**config.mk**
```make
export PLATFORM = sky130hd
export DESIGN_NAME = dyn_comp_sequencer
export DESIGN_NICKNAME = d
export VERILOG_FILES = /design/src/rtl/dyn_comp_sequencer.sv
export SDC_FILE = /design/constraint.sdc
export NUM_CORES = 1
export LEC_CHECK = 0
export ABC_AREA = 1
export CORE_ASPECT_RATIO = 1.75
export CORE_UTILIZATION = 61
export DETAILED_ROUTE_END_ITERATION = 6
export PLACE_DENSITY = 0.9
export SYNTH_ARGS = -nofsm -noshare
export SYNTH_HDL_FRONTEND = slang
export SYNTH_SLANG_ARGS = --single-unit
```
**constraint.sdc**
```tcl
create_clock -name wb_clk_i -period 5.45 [get_ports wb_clk_i]
set_input_delay 0.8175 -clock wb_clk_i [delete_from_list [all_inputs] [get_ports wb_clk_i]]
set_output_delay 0.8175 -clock wb_clk_i [all_outputs]
set_load 0.01 [all_outputs]
```
**src/rtl/dyn_comp_sequencer.sv**
```systemverilog
// ---------------------------------------------------------------------------
// dyn_comp_sequencer
//
// Purpose:
//   Generates the clock for a dynamic comparator and collects its decisions.
//   Each decision is one precharge phase (comp_clk low) followed by one
//   evaluate phase (comp_clk high). The phase lengths are programmable.
//   The raw comparator output is passed through a synchronizer. It is
//   sampled on the last evaluate cycle of each decision and added to a
//   ones-count. A burst ends after a programmed number of decisions.
//
// Ports:
//   wb_clk_i       in   system clock
//   wb_rst_i       in   asynchronous active-high reset
//   start          in   single-cycle pulse, begins a burst (IDLE only)
//   abort          in   level, forces IDLE; highest priority
//   continuous     in   re-arm a fresh burst after result_ack
//   prech_cycles   in   precharge length in clocks (latched at start)
//   eval_cycles    in   evaluate length in clocks (latched at start)
//   num_samples    in   decisions per burst (latched at start)
//   comp_out       in   raw comparator decision, asynchronous
//   comp_clk       out  comparator clock, 0 = precharge, 1 = evaluate
//   busy           out  high in PRECH, EVAL or DONE
//   result_valid   out  high in DONE
//   result_ack     in   consumes the result (DONE only)
//   ones_count     out  decisions equal to 1 in the last/current burst
//   last_decision  out  most recent sampled decision
// ---------------------------------------------------------------------------
module dyn_comp_sequencer #(
  parameter int CNT_W       = 16,
  parameter int PH_W        = 8,
  parameter int SYNC_STAGES = 2
) (
  input  logic             wb_clk_i,
  input  logic             wb_rst_i,
  input  logic             start,
  input  logic             abort,
  input  logic             continuous,
  input  logic [PH_W-1:0]  prech_cycles,
  input  logic [PH_W-1:0]  eval_cycles,
  input  logic [CNT_W-1:0] num_samples,
  input  logic             comp_out,
  output logic             comp_clk,
  output logic             busy,
  output logic             result_valid,
  input  logic             result_ack,
  output logic [CNT_W-1:0] ones_count,
  output logic             last_decision
);

  typedef enum logic [1:0] {
    S_IDLE  = 2'd0,
    S_PRECH = 2'd1,
    S_EVAL  = 2'd2,
    S_DONE  = 2'd3
  } state_t;

  // The evaluate phase must be long enough for a decision that resolves at
  // the rising edge of comp_clk to reach the end of the synchronizer.
  localparam logic [PH_W-1:0]  EVAL_MIN = PH_W'(SYNC_STAGES + 1);
  localparam logic [PH_W-1:0]  PH_ONE   = PH_W'(1);
  localparam logic [CNT_W-1:0] CNT_ONE  = CNT_W'(1);

  // -------------------------------------------------------------------------
  // comp_out synchronizer
  // -------------------------------------------------------------------------
  logic [SYNC_STAGES-1:0] sync_reg;
  logic                   sync_q;

  always_ff @(posedge wb_clk_i or posedge wb_rst_i) begin
    if (wb_rst_i) begin
      sync_reg <= '0;
    end else if (SYNC_STAGES == 1) begin
      sync_reg <= SYNC_STAGES'(comp_out);
    end else begin
      sync_reg <= {sync_reg[SYNC_STAGES-2:0], comp_out};
    end
  end

  assign sync_q = sync_reg[SYNC_STAGES-1];

  // -------------------------------------------------------------------------
  // Clamped configuration, computed from the live inputs. It is used only
  // at the moment a start is accepted.
  // -------------------------------------------------------------------------
  logic [PH_W-1:0]  pe_next;
  logic [PH_W-1:0]  ee_next;
  logic [CNT_W-1:0] ne_next;

  always_comb begin
    pe_next = prech_cycles;
    ee_next = eval_cycles;
    ne_next = num_samples;
    if (prech_cycles == '0) begin
      pe_next = PH_ONE;
    end
    if (eval_cycles < EVAL_MIN) begin
      ee_next = EVAL_MIN;
    end
    if (num_samples == '0) begin
      ne_next = CNT_ONE;
    end
  end

  // -------------------------------------------------------------------------
  // Sequencer state
  // -------------------------------------------------------------------------
  state_t           state_reg;
  logic [PH_W-1:0]  pe_reg;
  logic [PH_W-1:0]  ee_reg;
  logic [CNT_W-1:0] ne_reg;
  logic [PH_W-1:0]  phase_cnt_reg;
  logic [CNT_W-1:0] sample_cnt_reg;
  logic [CNT_W-1:0] ones_count_reg;
  logic             last_decision_reg;
  logic             comp_clk_reg;
  logic             busy_reg;
  logic             result_valid_reg;

  logic             prech_last;
  logic             eval_last;
  logic [CNT_W-1:0] sample_inc;

  // Both phase counters run from 0 up to length-1. The latched lengths are
  // always at least 1, so the subtraction cannot wrap.
  assign prech_last = (phase_cnt_reg == (pe_reg - PH_ONE));
  assign eval_last  = (phase_cnt_reg == (ee_reg - PH_ONE));
  assign sample_inc = sample_cnt_reg + CNT_ONE;

  always_ff @(posedge wb_clk_i or posedge wb_rst_i) begin
    if (wb_rst_i) begin
      state_reg         <= S_IDLE;
      pe_reg            <= '0;
      ee_reg            <= '0;
      ne_reg            <= '0;
      phase_cnt_reg     <= '0;
      sample_cnt_reg    <= '0;
      ones_count_reg    <= '0;
      last_decision_reg <= 1'b0;
      comp_clk_reg      <= 1'b0;
      busy_reg          <= 1'b0;
      result_valid_reg  <= 1'b0;
    end else if (abort) begin
      // The partial ones_count and last_decision are kept so that software
      // can inspect them after an abort.
      state_reg        <= S_IDLE;
      phase_cnt_reg    <= '0;
      comp_clk_reg     <= 1'b0;
      busy_reg         <= 1'b0;
      result_valid_reg <= 1'b0;
    end else begin
      case (state_reg)
        S_IDLE: begin
          comp_clk_reg <= 1'b0;
          if (start) begin
            pe_reg         <= pe_next;
            ee_reg         <= ee_next;
            ne_reg         <= ne_next;
            phase_cnt_reg  <= '0;
            sample_cnt_reg <= '0;
            ones_count_reg <= '0;
            busy_reg       <= 1'b1;
            state_reg      <= S_PRECH;
          end
        end

        S_PRECH: begin
          if (prech_last) begin
            phase_cnt_reg <= '0;
            comp_clk_reg  <= 1'b1;
            state_reg     <= S_EVAL;
          end else begin
            phase_cnt_reg <= phase_cnt_reg + PH_ONE;
          end
        end

        S_EVAL: begin
          if (eval_last) begin
            // The decision is captured on the same edge that drops comp_clk.
            // The synchronized value then reflects the comparator state
            // from well inside the evaluate window.
            phase_cnt_reg     <= '0;
            comp_clk_reg      <= 1'b0;
            ones_count_reg    <= ones_count_reg + CNT_W'(sync_q);
            last_decision_reg <= sync_q;
            sample_cnt_reg    <= sample_inc;
            if (sample_inc == ne_reg) begin
              result_valid_reg <= 1'b1;
              state_reg        <= S_DONE;
            end else begin
              state_reg <= S_PRECH;
            end
          end else begin
            phase_cnt_reg <= phase_cnt_reg + PH_ONE;
          end
        end

        S_DONE: begin
          comp_clk_reg <= 1'b0;
          if (result_ack) begin
            result_valid_reg <= 1'b0;
            if (continuous) begin
              // A new burst reuses the configuration latched at the last
              // start. Only the result accumulators are restarted.
              phase_cnt_reg  <= '0;
              sample_cnt_reg <= '0;
              ones_count_reg <= '0;
              state_reg      <= S_PRECH;
            end else begin
              busy_reg  <= 1'b0;
              state_reg <= S_IDLE;
            end
          end
        end

        default: begin
          comp_clk_reg     <= 1'b0;
          busy_reg         <= 1'b0;
          result_valid_reg <= 1'b0;
          state_reg        <= S_IDLE;
        end
      endcase
    end
  end

  assign comp_clk      = comp_clk_reg;
  assign busy          = busy_reg;
  assign result_valid  = result_valid_reg;
  assign ones_count    = ones_count_reg;
  assign last_decision = last_decision_reg;

endmodule

```
**Word level (Yosys, flattened, before mapping)**

Cells that the tools add are included.

- Bits in registers: 80
- Word-level logic and storage cells: 90
- Input bits: 39
- Output and inout bits: 20

- Add/sub/neg operators: 5
- Reduce and logical (&&, ||, !) cells: 15
- Equal/unequal tests: 17
- Magnitude comparators: 1
- Muxes and demuxes: 39
- Bitwise operators: 1

Operators with widths:

| kind | number |
|---|---|
| $mux W16 | 6 |
| $pmux W16 S3 | 2 |
| $mux W8 | 8 |
| $pmux W8 S4 | 1 |
| $ne A3 B3 Y1 const B | 7 |
| $add A16 B1 Y16 | 1 |
| $add A16 B1 Y16 const B | 1 |
| $eq A16 B16 Y1 | 1 |
| $eq A8 B8 Y1 | 2 |
| $logic_not A16 Y1 | 1 |
| $sub A8 B1 Y8 const B | 2 |
| $mux W1 | 12 |
| $mux W2 | 6 |
| $reduce_and A4 Y1 | 3 |
| $reduce_and A3 Y1 | 3 |
| $reduce_bool A3 Y1 | 3 |
| $add A8 B1 Y8 const B | 1 |
| $logic_not A8 Y1 | 1 |
| $lt A8 B2 Y1 const B | 1 |
| $ne A2 B2 Y1 const B | 4 |
| $pmux W2 S4 | 1 |
| $reduce_and A6 Y1 | 1 |
| $eq A2 B2 Y1 const B | 2 |
| $pmux W1 S2 | 2 |
| 6 further kinds | 6 |

**Longest topological paths before layout**

- Depth after elaboration: 6
- Depth in mapped cells: 16
- Gate-level depth less buffers: 16

**Worst setup path before layout**

OpenSTA, ideal clock, no wires.

- Path kind: input to register
- Start point: input port abort
- End point: register ne_reg[1]
- Arrival time: 1.860 ns
- Cell stages on the path: 5
- Data required time: 5.325 ns
- Path buffers: 2
- Library setup time: 0.125 ns
- Path slack: 3.465 ns
- Cells stage by stage: buf_2 -> inv_1 -> nand3_1 -> clkbuf_1 -> mux2_2

- Longest elaborated chain between the ends: 2

Ends and longest elaborated chain:

| element | RTL line | source |
|---|---|---|
| start: declaration | 37 | `input logic abort,` |
| $not A1 Y1 (no line) | n/a |  |
| $reduce_and A3 Y1 (no line) | n/a |  |
| end signal: assignment | 158 | `ne_reg <= ne_next;` |
| end: declaration | 111 | `logic [CNT_W-1:0] ne_reg;` |

Every way passes these cells.
A chain may end at the register's enable or synchronous reset.

**Final worst setup path**

- Start point: input port abort
- End point: register pe_reg[6]

- Longest elaborated chain between the ends: 2

Ends and longest elaborated chain:

| element | RTL line | source |
|---|---|---|
| $not A1 Y1 (no line) | n/a |  |
| $reduce_and A3 Y1 (no line) | n/a |  |
| end signal: assignment | 156 | `pe_reg <= pe_next;` |
| end: declaration | 109 | `logic [PH_W-1:0] pe_reg;` |

Every way passes these cells.

==> impl_metrics.env <==
export IMPL_synth_net_count=701
export IMPL_vias=4679
export IMPL_core_area_um2=7910
export IMPL_first_iter_violations=427
export IMPL_numCtsBuffers=9
export IMPL_min_path_type="register to register"
export IMPL_overall_global_routing_resource_usage=0.320
export IMPL_route_detailed_wl_per_inst_um=15.9
export IMPL_timing_final_setup_violations=0
export IMPL_average_footprint_of_a_synthesized_cell_um2=7.67
export IMPL_m1WireLength_um=4520
export IMPL_achievable_frequency_mhz=341
export IMPL_post_route_period_util=0.538
export IMPL_drv_cap=0
export IMPL_cp_start_kind="input port"
export IMPL_critical_path_endpoint_type="register"
export IMPL_met3RoutedLength_um=547
export IMPL_crit_reg2reg_launch="state_reg[0]"
export IMPL_clock_tree_htree_level_count=3
export IMPL_hold_violations=0
export IMPL_timing_critical_path_slowest_stage_cell="nand3_1"
export IMPL_crit_path_cell_trace="clkdlybuf4s50_1 -> inv_1 -> nand3_1 -> buf_4 -> mux2_2"
export IMPL_worst_clock_skew_ns=0.00900
export IMPL_area_growth_synth_to_final_pct=18.9
export IMPL_cts_resized_gates=0
export IMPL_irDropWorstVdd_v=0.000281
export IMPL_largest_net_degree_at_the_start_of_global_routing=42
export IMPL_worst_slew_pin_transition_ns=0.935
export IMPL_synth_cells=650
export IMPL_yosysTopAreaCellShare=0.401
export IMPL_place_port_buffers=58
export IMPL_drt_wl_total_um=12700
export IMPL_die_width_um=70.4
export IMPL_dpl_instance_area_um2=5610
export IMPL_worst_path_max_fanout=29
export IMPL_mappedNetlistArea_um2=4990
export IMPL_synth_seq_area_share=0.401
export IMPL_cp_startpoint="abort"
export IMPL_cp_data_arrival_time_ns=3.16
export IMPL_critical_path_max_stage_delay_ns=0.70
export IMPL_p_leak_nw=2.66
export IMPL_post_drt_via_cell_ratio=5.83
export IMPL_count_of_antenna_violating_nets_left_after_detailed_routing=0
export IMPL_synth_enable_flop_cells=0
export IMPL_dr_wl_met2_um=6960
export IMPL_initial_utilization=0.631
export IMPL_die_y_um=122
export IMPL_synth_seq_cells=80
export IMPL_cts_setup_buffers=0
export IMPL_grt_pass1_vias=4824
export IMPL_pwr_density_cell_nw_per_um2=379
export IMPL_final_nets=758
export IMPL_final_cell_count_no_fill=802
export IMPL_top_layer_used="met4"
export IMPL_maxSlewViolCount=0
export IMPL_run_status="complete, no violations"
export IMPL_remaining_drcs=0
export IMPL_fill_cells=565
export IMPL_placedCellCount=786
export IMPL_worst_slew_margin_rel=0.375
export IMPL_layout_utilization=0.750
export IMPL_post_synth_num_cell_types=40
export IMPL_wire_length_of_the_first_global_routing_pass_um=21500
export IMPL_post_route_cells_drive_above_1_share=0.0913
export IMPL_num_antenna_cells=0
export IMPL_dieArea_um2=8560
export IMPL_clockRootBuffer="clkbuf_16"
export IMPL_hold_buffers=0
export IMPL_clock_path_buffers=2
export IMPL_clock_transition_time_at_the_flip_flop_clock_pins_of_the_worst_setup_and_hold_paths_ns=0.06
export IMPL_final_min_clock_period_ns=2.93
export IMPL_cell_taking_the_most_area_after_synthesis="dfrtp_1"
export IMPL_synthArstFlopShare=1.00
export IMPL_final_hpwl_dp_um=9300
export IMPL_final_cell_area_um2=5930
export IMPL_num_io_pins=59
export IMPL_grt_remaining_overflow=0
export IMPL_top_flip_flop_cell_by_instance_count_after_synthesis="dfrtp_1"
export IMPL_antenna_found_initial=0
export IMPL_post_synth_most_frequent_cells="nand2_1 (175), dfrtp_1 (80), inv_1 (72)"
export IMPL_clock_tree_from_tritoncts="yes"
export IMPL_worstHoldStart="sync_reg[0]"
export IMPL_globalplace_congestion=0.970
export IMPL_rows=43
export IMPL_required_ns=5.68
export IMPL_synthMostInstantiatedCell="nand2_1"
export IMPL_synth_area_leaders="dfrtp_1 (40%), nand2_1 (13%), inv_1 (5.4%)"
export IMPL_synth_warnings=0
export IMPL_critPathKind="input port to register"
export IMPL_accumulated_negative_setup_slack_ns=0
export IMPL_clk_sink_count=80
export IMPL_iteration_count_of_the_initial_detailed_routing_pass=5
export IMPL_rsz_0062_raised_after_global_routing="false"
export IMPL_clkLatencyLatePin_ns=0.34
==> critical path, delay by kind of cell <==
family | cells | cell delay, ns
and+or+nand+nor | 1 | 0.70
buffers and inverters | 3 | 1.27
muxes | 1 | 0.37
==> logic make-up after synthesis <==
| family | share of synthesized area |
|---|---|
| simple gates | 0.295 |
| xor+xnor | 0.0770 |
| compound gates | 0.0851 |
| buf+inv | 0.0755 |
| mux | 0.0361 |
| fa+ha+maj | 0.0301 |
| flops | 0.401 |
==> final timing paths <==
check                                      to  slack (ns)  cells past startpoint
max                                 pe_reg[6]        2.52                      5
min                               sync_reg[1]        0.35                      0
max reg2reg                    ones_count[13]        2.69                      8
min reg2reg                       sync_reg[1]        0.35                      0
max in group asynchronous  sample_cnt_reg[15]        3.44                      3
min in group asynchronous            comp_clk        0.97                      2
==> layer usage <==
metal / vias to the layer above / global-route usage
li1: 2214 / -
met1: 2228 / 0.327
met2: 183 / 0.581
met3: 54 / 0.0571
met4: 0 / 0.220
met5: - / 0
==> through the flow <==
stage / setup slack [ns] / hold slack (ns) / power [mW]
global placement: 2.29 / 0.337 / 1.54
detailed placement: 2.20 / 0.341 / 1.59
global route: 2.33 / 0.367 / 2.38
finish: 2.52 / 0.351 / 2.25
floorplan: 2.58 / 0.331 / 1.39
CTS: 2.54 / 0.354 / 2.24
==> layout make-up <==
class                      instances  area (um2)  area share
inverter                          77         292      0.0492
clock inverter                     2        35.0     0.00591
sequential                        80        2000       0.338
multi-input combinational        479        2610       0.440
tap                               90         113      0.0190
timing repair buffer              60         596       0.100
clock buffer                      14         284      0.0479
==> report_power, final <==
group          leakage [nW]  internal (mW)  total (mW)  switching (mW)
sequential             1.03          0.734       0.868           0.134
combinational          1.46          0.324       0.735           0.412
clock                 0.159          0.404       0.642           0.238
==> layout by cell type, fill, tap and decap left out, types with 12 or more instances in the layout <==
cell             Yosys  final
nand2_1            175    175
ha_1                12     12
nand4_1             15     15
o21ai_0             21     21
a21oi_1             13     13
nand3_1             48     48
inv_1               72     71
xor2_1              27     27
clkdlybuf4s50_1      0     58
dfrtp_1             80     80
mux2_2              16     16
nor2_1              64     64
No activity file was read; power rests on OpenSTA's default activity.
==> RTL edit 1: new RTL, same settings <==
`CNT_W`: 16 -> 12.
--- a/src/rtl/dyn_comp_sequencer.sv
+++ b/src/rtl/dyn_comp_sequencer.sv
@@ -27,7 +27,7 @@
 //   last_decision  out  most recent sampled decision
 // ---------------------------------------------------------------------------
 module dyn_comp_sequencer #(
-  parameter int CNT_W       = 16,
+  parameter int CNT_W       = 12,
   parameter int PH_W        = 8,
   parameter int SYNC_STAGES = 2
 ) (
Ports: changed (resized num_samples and ones_count); port bits go from 59 to 51. No check against the original RTL was run, so the function may have changed too.
==> RTL edit 1 against the unedited design <==
Critical path depth increased by 1; area after synthesis fell by 16%; combinational power is 1% higher; highest routed layer unchanged; largest cell class unchanged; clock power down 7.8%; final area fell by 15%; power is 7.7% lower; setup slack got worse by 0.084 ns; sequential cell count is 12 lower; wire length fell by 16%; largest power group is now combinational cells; sequential share of layout area fell by 0.066 points.
==> RTL edit 1: results (changes against the unedited design) <==
[critical_path]
critPathMaxStageDelay_ns=0.90  ; +0.20 ns
worstPathArrival_ns=3.25  ; +0.09 ns
worstSetupEndpoint=ee_reg[0]

[route]
drt_iter0_markers=368  ; -14%
wl_met1_mm=3.73  ; -17%
dr_wl_met3_um=539  ; -1.5%
finalWirelength_mm=10.7  ; -16%
wl_met2_mm=5.75  ; -17%

[global_routing]
grt_pass1_vias=4112  ; -15%
grt_pass1_wl_mm=17.7  ; -18%
grt_max_degree=69  ; +64%

[power_and_ir_drop]
power_leakage_nw=2.39  ; -10%
p_int_mw=1.27  ; -13%
switchingPower_mw=0.801  ; +2.2%
seqPwrFrac_pct=35.5  ; -3.2 points

[timing]
timing.hold.ws_ns=0.360  ; +0.00924 ns

[placement]
dpl-instance-area_mm2=0.00475  ; -15%
gp_congestion=0.866  ; -11%

[synthesis]
ys_seq_area_share_pct=40.5  ; +0.38 points
synth_fp_nets=634  ; -9.6%

[layout]
area_delta_synth_final_pct=20.3
seq_share_pct=33.7  ; -0.066 points
multi_input_cells=428  ; -11%
instances_no_fill=725  ; -9.6%
n_all_buffers=51  ; -15%
nFillCells=480  ; -15%

[status]
status=complete, no violations

[clocking]
cts_sinks=68  ; -15%

## RTL edit 1: cell types whose count changed after synthesis, sizes merged, moves of 5 or more
cell / before / now
o22ai: 7 / 16
nor2: 71 / 58
mux2: 16 / 1
buf: 10 / 5
dfrtp: 80 / 68
nand4: 15 / 6
nor3: 12 / 6
a21oi: 13 / 7
nand2: 180 / 185
## RTL edit 1: routing by layer
layer  global-route usage [%]  up-vias
met5                        0        -
met4                     24.6        0
met3                     5.12       53
met2                     57.1      181
met1                     31.8     1916
li1                         -     1984
## RTL edit 1: kinds of logic (layout without fill, tap and decap cells)
logic type	after synthesis	count (layout)	synth area share, %
AOI/OAI and AO/OA	70	70	9.12
xor gates and xnor gates	28	28	5.84
adders and majority gates	12	12	3.58
buffers and inverters	91	147	8.85
DFF	68	68	40.5
muxes	1	1	0.268
and+or+nand+nor	317	317	31.8
==> RTL edit 2: new RTL, same settings <==
Without the edit above. The 4 states of `state_t` get a one-hot encoding in 4 bits.
--- a/src/rtl/dyn_comp_sequencer.sv
+++ b/src/rtl/dyn_comp_sequencer.sv
@@ -48,11 +48,11 @@
   output logic             last_decision
 );
 
-  typedef enum logic [1:0] {
-    S_IDLE  = 2'd0,
-    S_PRECH = 2'd1,
-    S_EVAL  = 2'd2,
-    S_DONE  = 2'd3
+  typedef enum logic [3:0] {
+    S_IDLE  = 4'b0001,
+    S_PRECH = 4'b0010,
+    S_EVAL  = 4'b0100,
+    S_DONE  = 4'b1000
   } state_t;
 
   // The evaluate phase must be long enough for a decision that resolves at
Formal check against the unedited RTL: same outputs for any inputs over 4 cycles, from zero or initial values and one cycle with wb_rst_i high; so few cycles prove little.
==> RTL edit 2 against the unedited design <==
The run now ends with DRC left; power is 9.3% higher; global-route usage is 1.4 points higher; area after synthesis is 2.7% higher; register-to-register slack worse by 0.21 ns; wire length rose by 5.6%; final area increased by 3.2%; sequential cell count increased by 2; setup slack worse by 0.040 ns; critical endpoint is now last_decision.
==> RTL edit 2: results (changes against the unedited design) <==
[status]
status=complete, but fails checks
violations=DRC

[route]
routedWlPerCell_um=15.4  ; -2.8%
remaining_drc_errors=2  ; +2
drt_iter0_markers=331  ; -22%
drt-pass1-iter-count=7  ; +2
viasPerCell=5.74  ; -1.7%

[critical_path]
r2r_setup_slack_ns=2.48  ; -0.21 ns
worstPathMaxFanout=30  ; +3.4%
r2r_start=ee_reg[0]
worstPathArrival_ns=3.20  ; +0.04 ns
critical_path_class=reg2reg

[placement]
dpl.hpwl_mm=10.2  ; +9.7%
post-place-cells=856  ; +8.9%
gp_congestion=0.956  ; -1.4%
dpl-instance-area_mm2=0.00576  ; +2.7%
port-buffer-count=58  ; unchanged

[synthesis]
yosys-top-cells-area=dfrtp_1 40%, nand2_1 19%, inv_1 5.2%, nor2_1 5.2%, xor2_1 4.3%
yosys.area.top_type_share_pct=39.6  ; -0.56 points
synth_common_cells=264 x nand2_1, 81 x dfrtp_1, 71 x inv_1, 71 x nor2_1
synth_fp_nets=764  ; +9.0%
yosys_warnings=0  ; unchanged
ys.flop_type=dfrtp_1
synth_cells=719  ; +11%
synthArstFlopShare_pct=100  ; unchanged
ys_seq_area_share_pct=40.1  ; -0.048 points
synth_cell_types=41  ; +2.5%

[clocking]
h-tree-depth=3  ; unchanged
cts_max_path_buffers=2  ; unchanged
post_cts_buffers=0  ; unchanged
cts-buffers-inserted=9  ; unchanged
clock-root-buffer=clkbuf_16
clkTransAtPathRegs_ns=0.06  ; about the same
insertion_delay_ns=0.34  ; about the same
cts_resized=0  ; unchanged

[power_and_ir_drop]
power_leakage_nw=2.80  ; +5.3%
irDropWorstVdd_v=0.000307  ; +9.4%

[timing]
clock_skew_ns=0.00576  ; -0.00324 ns
slew_headroom_pct=27.1  ; -10 points
period_share_pct=54.5  ; +0.74 points

[global_routing]
grt_pass1_vias=5168  ; +7.1%
grt_pass1_wl_mm=22.4  ; +4.5%
grt_max_degree=60  ; +43%
grt_usage_pct=33.4  ; +1.4 points
antenna_found_initial=0  ; unchanged

[layout]
nets=822  ; +8.4%
stdcell_area_mm2=0.00612  ; +3.2%
instances_no_fill=872  ; +8.7%
nFillCells=602  ; +6.5%
diodes=0  ; unchanged
drive_gt1_share_pct=6.52  ; -2.6 points

[min_path]
min_from=sync_reg[0]
hold_path_class=reg2reg

-- RTL edit 2: final cells by class --
class | instances | area (um^2) | share of cell area [%]
multi-input combinational | 546 | 2700 | 44.0
sequential | 82 | 2050 | 33.6
timing repair buffer | 61 | 603 | 9.85
inverter | 77 | 295 | 4.83
clock buffer | 11 | 233 | 3.80
clock inverter | 5 | 128 | 2.09
tap | 90 | 113 | 1.84
-- RTL edit 2: stage by stage --
stage          hold WS (ns)  power (mW)
2_1_floorplan         0.331        1.49
3_3_place_gp          0.344        1.67
3_5_place_dp          0.342        1.71
4_1_cts               0.364        2.45
5_1_grt               0.371        2.61
6_report              0.360        2.46
-- RTL edit 2: cells by family after synthesis --
logic type / count (synthesis) / share of synthesized area (%)
AOI/OAI and AO/OA: 74 / 8.50
xor gates and xnor gates: 36 / 6.45
DFF: 82 / 40.1
adders and majority gates: 6 / 1.47
and+or+nand+nor: 430 / 36.1
buffers and inverters: 91 / 7.40
-- RTL edit 2: worst paths after layout --
check | to | cells past startpoint
min | sync_reg[1] | 0
max in group asynchronous | sample_cnt_reg[14] | 3
min reg2reg | sync_reg[1] | 0
max reg2reg | last_decision | 15
max | last_decision | 15
min in group asynchronous | busy | 2
-- RTL edit 2: routing by layer --
| layer | part of all wire [%] | global-route usage, % | vias up |
|---|---|---|---|
| met5 | 0 | 0 | - |
| met4 | 6.3 | 23.3 | 0 |
| met3 | 4.0 | 4.56 | 74 |
| met2 | 54 | 63.6 | 185 |
| met1 | 35 | 32.5 | 2329 |
| li1 | - | - | 2413 |
-- RTL edit 2: power by group --
group	internal [mW]	total, mW	switching (mW)
combinational	0.313	0.866	0.553
sequential	0.746	0.853	0.107
clock	0.494	0.736	0.242
-- RTL edit 2: worst max-delay path: stages, from the launching register on --
cell and delay, ns:
dfrtp_1 0.42, inv_1 0.15, ha_1 0.24, nand3_1 0.16, o21ai_1 0.19, nand2_1 0.08, nand2_1 0.06, nand2_1 0.05
nor2_1 0.08, nand2_1 0.09, nand2_1 0.18, nand2_2 0.44, inv_4 0.35, nand2_4 0.19, nand2_1 0.11, nand2_1 0.05
